### config.mk
export PLATFORM = sky130hd
export DESIGN_NAME = div_issue_ctrl
export DESIGN_NICKNAME = d
export VERILOG_FILES = /design/src/rtl/div_issue_ctrl_pkg.sv /design/src/rtl/div_issue_ctrl.sv
export SDC_FILE = /design/constraint.sdc
export NUM_CORES = 1
export LEC_CHECK = 0
export CORE_MARGIN = 8
export CORE_UTILIZATION = 39
export CTS_CLUSTER_SIZE = 25
export DETAILED_ROUTE_END_ITERATION = 8
export DONT_BUFFER_PORTS = 1
export GPL_TIMING_DRIVEN = 0
export SYNTH_ARGS = -nofsm -noshare
export SYNTH_HDL_FRONTEND = slang
export SYNTH_SLANG_ARGS = --single-unit
### constraint.sdc
create_clock -name clk -period 1.71 [get_ports clk]
set_input_delay 0.342 -clock clk [delete_from_list [all_inputs] [get_ports clk]]
set_output_delay 0.342 -clock clk [all_outputs]
set_load 0.02 [all_outputs]
### src/rtl/div_issue_ctrl_pkg.sv
// Shared encodings for the divider issue controller:
// divider handshake levels, the zero word and controller states.
package div_issue_ctrl_pkg;

    localparam logic        DivStart       = 1'b1;
    localparam logic        DivStop        = 1'b0;
    localparam logic        DivResultReady = 1'b1;
    localparam logic [31:0] ZeroWord       = 32'h0000_0000;

    typedef enum logic [1:0] {
        IDLE    = 2'd0,
        WAIT    = 2'd1,
        RELEASE = 2'd2
    } div_ctrl_state_t;

endpackage

### src/rtl/div_issue_ctrl.sv
// EX-stage initiator for the multi-cycle divider.
// Ports: clk/rst (sync, active-high); ex_* DIV/DIVU request from EX;
// flush kills an in-flight divide; div_* drive/observe the divider;
// stall_req_o holds the pipeline; hilo_we_o/hi_o/lo_o write HI/LO;
// div_err_o is a sticky watchdog-abort flag.
module div_issue_ctrl
    import div_issue_ctrl_pkg::*;
#(
    parameter int WATCHDOG = 64
) (
    input  logic        clk,
    input  logic        rst,
    input  logic        ex_div_valid,
    input  logic        ex_signed,
    input  logic [31:0] ex_rs_data,
    input  logic [31:0] ex_rt_data,
    input  logic        flush,
    output logic        div_start_o,
    output logic        div_annul_o,
    output logic        div_signed_o,
    output logic [31:0] div_opdata1_o,
    output logic [31:0] div_opdata2_o,
    input  logic [63:0] div_result_i,
    input  logic        div_ready_i,
    output logic        stall_req_o,
    output logic        hilo_we_o,
    output logic [31:0] hi_o,
    output logic [31:0] lo_o,
    output logic        div_err_o
);

    localparam int WdW = (WATCHDOG > 1) ? $clog2(WATCHDOG) : 1;
    localparam logic [WdW-1:0] WdLast = WdW'(WATCHDOG - 1);

    div_ctrl_state_t state_q;
    logic [WdW-1:0]  wdog_q;

    // Stall starts in the accept cycle so EX cannot advance
    // past the divide before the operands are registered.
    assign stall_req_o = (state_q == WAIT) ||
                         ((state_q == IDLE) && ex_div_valid && !flush);

    always_ff @(posedge clk) begin
        if (rst) begin
            state_q       <= IDLE;
            wdog_q        <= '0;
            div_start_o   <= DivStop;
            div_annul_o   <= 1'b0;
            div_signed_o  <= 1'b0;
            div_opdata1_o <= ZeroWord;
            div_opdata2_o <= ZeroWord;
            hilo_we_o     <= 1'b0;
            hi_o          <= ZeroWord;
            lo_o          <= ZeroWord;
            div_err_o     <= 1'b0;
        end else begin
            // Pulses: only the cycle after the event.
            div_annul_o <= 1'b0;
            hilo_we_o   <= 1'b0;
            unique case (state_q)
                IDLE: begin
                    if (ex_div_valid && !flush) begin
                        div_opdata1_o <= ex_rs_data;
                        div_opdata2_o <= ex_rt_data;
                        div_signed_o  <= ex_signed;
                        div_start_o   <= DivStart;
                        wdog_q        <= '0;
                        state_q       <= WAIT;
                    end
                end
                WAIT: begin
                    // Flush wins over a same-cycle ready: the
                    // instruction is dead, so nothing is written.
                    if (flush) begin
                        div_start_o <= DivStop;
                        div_annul_o <= 1'b1;
                        state_q     <= IDLE;
                    end else if (div_ready_i == DivResultReady) begin
                        hi_o        <= div_result_i[63:32];
                        lo_o        <= div_result_i[31:0];
                        hilo_we_o   <= 1'b1;
                        div_start_o <= DivStop;
                        state_q     <= RELEASE;
                    end else if (wdog_q == WdLast) begin
                        div_start_o <= DivStop;
                        div_annul_o <= 1'b1;
                        div_err_o   <= 1'b1;
                        state_q     <= IDLE;
                    end else begin
                        wdog_q <= wdog_q + 1'b1;
                    end
                end
                RELEASE: begin
                    // Write already committed; a flush here
                    // has nothing left to kill.
                    state_q <= IDLE;
                end
                default: begin
                    state_q <= IDLE;
                end
            endcase
        end
    end

endmodule

After elaboration in Yosys (flattened, before gate mapping). Cells that the tools add are included.

ROM bits: 0. Output and inout port bits: 134. Memories: 0. RAM bits: 0. Register bits: 141. Logic and storage cells: 56. Bits in latches: 0. Input bits: 134.

Reductions and logical operators: 15. Multiplexer cells: 19. Equality and inequality tests: 7. Divide/modulo/power cells: 0. Add/subtract/negate cells: 1. $lt $le $gt $ge: 0. Shift-type cells: 0. Multiply operators: 0. Bitwise gates (word level): 3.

Operator list (count): 6-bit 2-to-1 mux (4); 6-bit one-hot mux with 2 select lines (1); 1-bit 2-to-1 mux (8); 2-bit 2-to-1 mux (4); 6-bit by 1-bit adder with 6-bit output (second input constant) (1); 6-bit == test (second input constant) (1); 2-bit inequality test (second input constant) (3); 3-bit AND reduction (2); 5-bit AND reduction (1); 4-bit by 3-bit inequality test with 1-bit output (second input constant) (1); 2-bit one-hot mux with 2 select lines (1); 2-bit AND reduction (2); 4-bit AND reduction (1); 1-bit logical AND (3); 1-bit NOT (3); 3-bit OR reduction (1); 2-bit by 1-bit == test with 1-bit output (second input constant) (1); 2-bit zero test (1); 2-bit by 1-bit inequality test with 1-bit output (second input constant) (1); 1-bit one-hot mux with 2 select lines (1); 2-bit nonzero test (1); 2-bit OR reduction (1); 1-bit zero test (1); 1-bit logical OR (1).

Depth between registers and ports, before layout.
Depth after elaboration: 5. Mapped depth: 6.

Worst setup path after synthesis. No wires, ideal clock.

Kind: register to output. Start point: register state_q[1]. End point: output stall_req_o. Path buffers: 2. Required time: 1368 ps. Arrival: 1497 ps. Cell stages (with the launch flop): 5. Path slack: -129 ps. Cells stage by stage: dfxtp_1 > or4b_2 > clkbuf_1 > buf_2 > nand2_1.

Cells in the longest elaborated chain, start to end: 4. Elaborated cells on any way between the ends: 5. Classes of those cells: 1 x eq/ne; 4 x reduce/logical.

RTL lines: start: declaration (RTL line div_issue_ctrl.sv:35) `div_ctrl_state_t state_q;`; start signal: assignment (RTL line div_issue_ctrl.sv:45) `state_q <= IDLE;`; start signal: assignment (RTL line div_issue_ctrl.sv:68) `state_q <= WAIT;`; start signal: assignment (RTL line div_issue_ctrl.sv:77) `state_q <= IDLE;`; 2-bit zero test (RTL line div_issue_ctrl.sv:41) `((state_q == IDLE) && ex_div_valid && !flush);`; 1-bit logical AND (2 in a row) (RTL line div_issue_ctrl.sv:41); 1-bit logical OR * (RTL line div_issue_ctrl.sv:40) `assign stall_req_o = (state_q == WAIT) ||`; end: declaration (RTL line div_issue_ctrl.sv:25) `output logic stall_req_o,`.

Mark *: on every way between the ends. The rest lies on a longest branch, timed or not.

Worst setup path after layout.
Start point: register state_q[0]. End point: output stall_req_o.

The elaborated chain is that of the path after synthesis.

==> metrics.cfg <==
[power_and_ir_drop]
worst_voltage_drop_across_the_vdd_grid_uv=605
p_per_area_mw_per_mm2=1290
p_leak_nw=2.07
total_power_mw=7.66

[placed_design]
placement.io_buffers=0
dp.final_hpwl_um=11600
place_congestion=0.786

[cts]
cts_inserted_buffers=17
cts.sinks=141
cts-root-to-sink-buffers=2
path_clk_slew_ns=0.06
cts_root_buf=clkbuf_16
tritoncts_clock_tree=yes
htreeDepth=4
worstSkewPairLatency_ns=0.41

[synthesis]
netlist_instances=620
synthArstFlopShare_pct=0
synth.cell_area_mm2=0.00490
synth.avg_cell_area_um2=7.91
synth.ff_latch_count=141
synth-seq-area-share_pct=57.6
post_synth_num_cell_types=29
synth_flop_cell=dfxtp_1
synth.net_count=755
edff_count_synth=0
synth.yosys.warnings=0

[timing]
hold_ws_ns=0.0567
period_share_pct=109
timing.clock.skew_ns=0.00673
setup_violations=1
slew_viol_final=0
worst_slack_ns=-0.154
finalHoldViolations=0
setup-tns-final_ns=-0.154
unrepaired_setup_endpoints_after_global_routing=true
layout_min_cycle_time_ns=1.86
worstMarginPinSlew_ns=0.557
maxClockFrequency_mhz=536
tightest_slew_margin_relative_to_the_limit_pct=62.9

[routing]
drt_pre_antenna_iters=4
wirelength_um=15200
ant_nets=0
dr.first_iter.drc_count=168
vias=4256
remaining_drc_errors=0
routed_length_per_instance_um=18.2
via_per_inst=5.11

[grt]
grt_first_pass_wirelength_um=22500
grt_pass1_vias=4287
gr_util_all_layers_pct=17.8
grt_max_degree=17
grt_antenna_before_repair=0
gr-total-overflow=0

[worst_setup_path]
crit_path_end_kind=output port
worst_ep_arrival_time_ns=1.52
crit_fanout=2
criticalPathCategory=reg -> out
start_kind=flop
worst_ep_required_time_ns=1.37
r2r_setup_slack_ns=0.01

[hold_path]
hold_class=in -> reg

[finish]
fraction_of_layout_instances_using_a_drive_strength_above_1_pct=11.6
syn_to_final_growth_pct=21.0
antenna_diode_count=0
layout.cells.most_common_list=nand2_1, dfxtp_1, a21oi_1
mostFrequentLayoutCell=nand2_1
fillerInstances=1253
num-nets-final=783

[die]
io_pins=268
floorplan.initialDensity_pct=39.3
full_die_area_mm2=0.0164
die_y_um=128
floorplan.die.width_um=128
fp-row-count=41
fp.coreArea_mm2=0.0125

[status]
failed_checks=negative setup slack
run_status=finished with violations

[run]
drv_cap=0

cell families (layout without fill, tap and decap cells):
| family | Yosys count | count (layout) | share of synthesized area (%) |
|---|---|---|---|
| simple gates | 289 | 289 | 23.3 |
| compound gates | 144 | 144 | 15.2 |
| flops | 141 | 141 | 57.6 |
| buf+inv | 45 | 86 | 3.72 |
| fa+ha+maj | 1 | 1 | 0.255 |
per-stage QoR:
stage	worst slack [ns]	cells	area, um^2	utilization [%]
final	-0.154	833	5940	47.6
after global routing	-0.198	833	5940	47.6
after CTS	-0.188	828	5830	46.8
after detailed placement	-0.453	792	5150	41.3
after global placement	-0.411	792	5150	41.3
after floorplan	0.146	620	4930	-
final timing paths:
kind / start / end / cells past startpoint
max reg2reg: state_q[0] / wdog_q[5] / 5
min reg2reg: wdog_q[4] / wdog_q[4] / 1
max: state_q[0] / stall_req_o / 3
min: ex_rs_data[24] / div_opdata1_o[24] / 2
worst max-delay path, stage by stage (launching register included):
cell and delay (ns):
dfxtp_4 0.34, or4b_4 0.54, buf_8 0.15, nand2_8 0.08
per-layer routing:
metal | vias up | global-route usage (%) | part of all wire [%]
li1 | 2073 | - | -
met1 | 1957 | 16.2 | 34
met2 | 209 | 31.1 | 50
met3 | 17 | 11.1 | 14
met4 | 0 | 7.48 | 1.6
met5 | - | 0 | 0
Yosys cell counts, types with 2 or more instances:
cell | instances | area, um^2
nand3_1 | 5 | 25.0
nor4b_1 | 2 | 17.5
a311oi_1 | 2 | 17.5
nand2_1 | 265 | 995
a21oi_1 | 134 | 671
buf_2 | 11 | 55.1
dfxtp_1 | 141 | 2820
clkbuf_1 | 33 | 124
nor2_1 | 7 | 26.3
repair_timing:
action | in CTS | in global routing
hold buffers | 0 | 0
resized for setup | 14 | 28
gates cloned | 0 | 1
pin swaps | 2 | 3
setup endpoints to repair | 74 | 133
buffers inserted | 5 | 4
power by group:
group          internal, mW  switching [mW]
Clock                  2.40            1.35
Combinational         0.121           0.219
Sequential             3.38           0.190
Total                  5.90            1.75
sequential cells by signal, summed over array words and instances (netlist names):
register / count
div_annul_o: 1
div_err_o: 1
div_opdata1_o: 32
div_opdata2_o: 32
div_signed_o: 1
div_start_o: 1
hi_o: 32
hilo_we_o: 1
lo_o: 32
state_q: 2
wdog_q: 6
cell type report:
type                    instances  area (um^2)  share of cell area [%]
clock buffers                  21          470                    7.92
inverters                       1         3.75                  0.0632
plain buffers                  43          215                    3.62
well taps                     172          215                    3.62
repair buffers                 10         91.3                    1.54
flip-flops and latches        141         2830                    47.7
multi-input cells             434         1970                    33.2
clock inverters                11          140                    2.36
No activity file was read; power rests on OpenSTA's default activity.
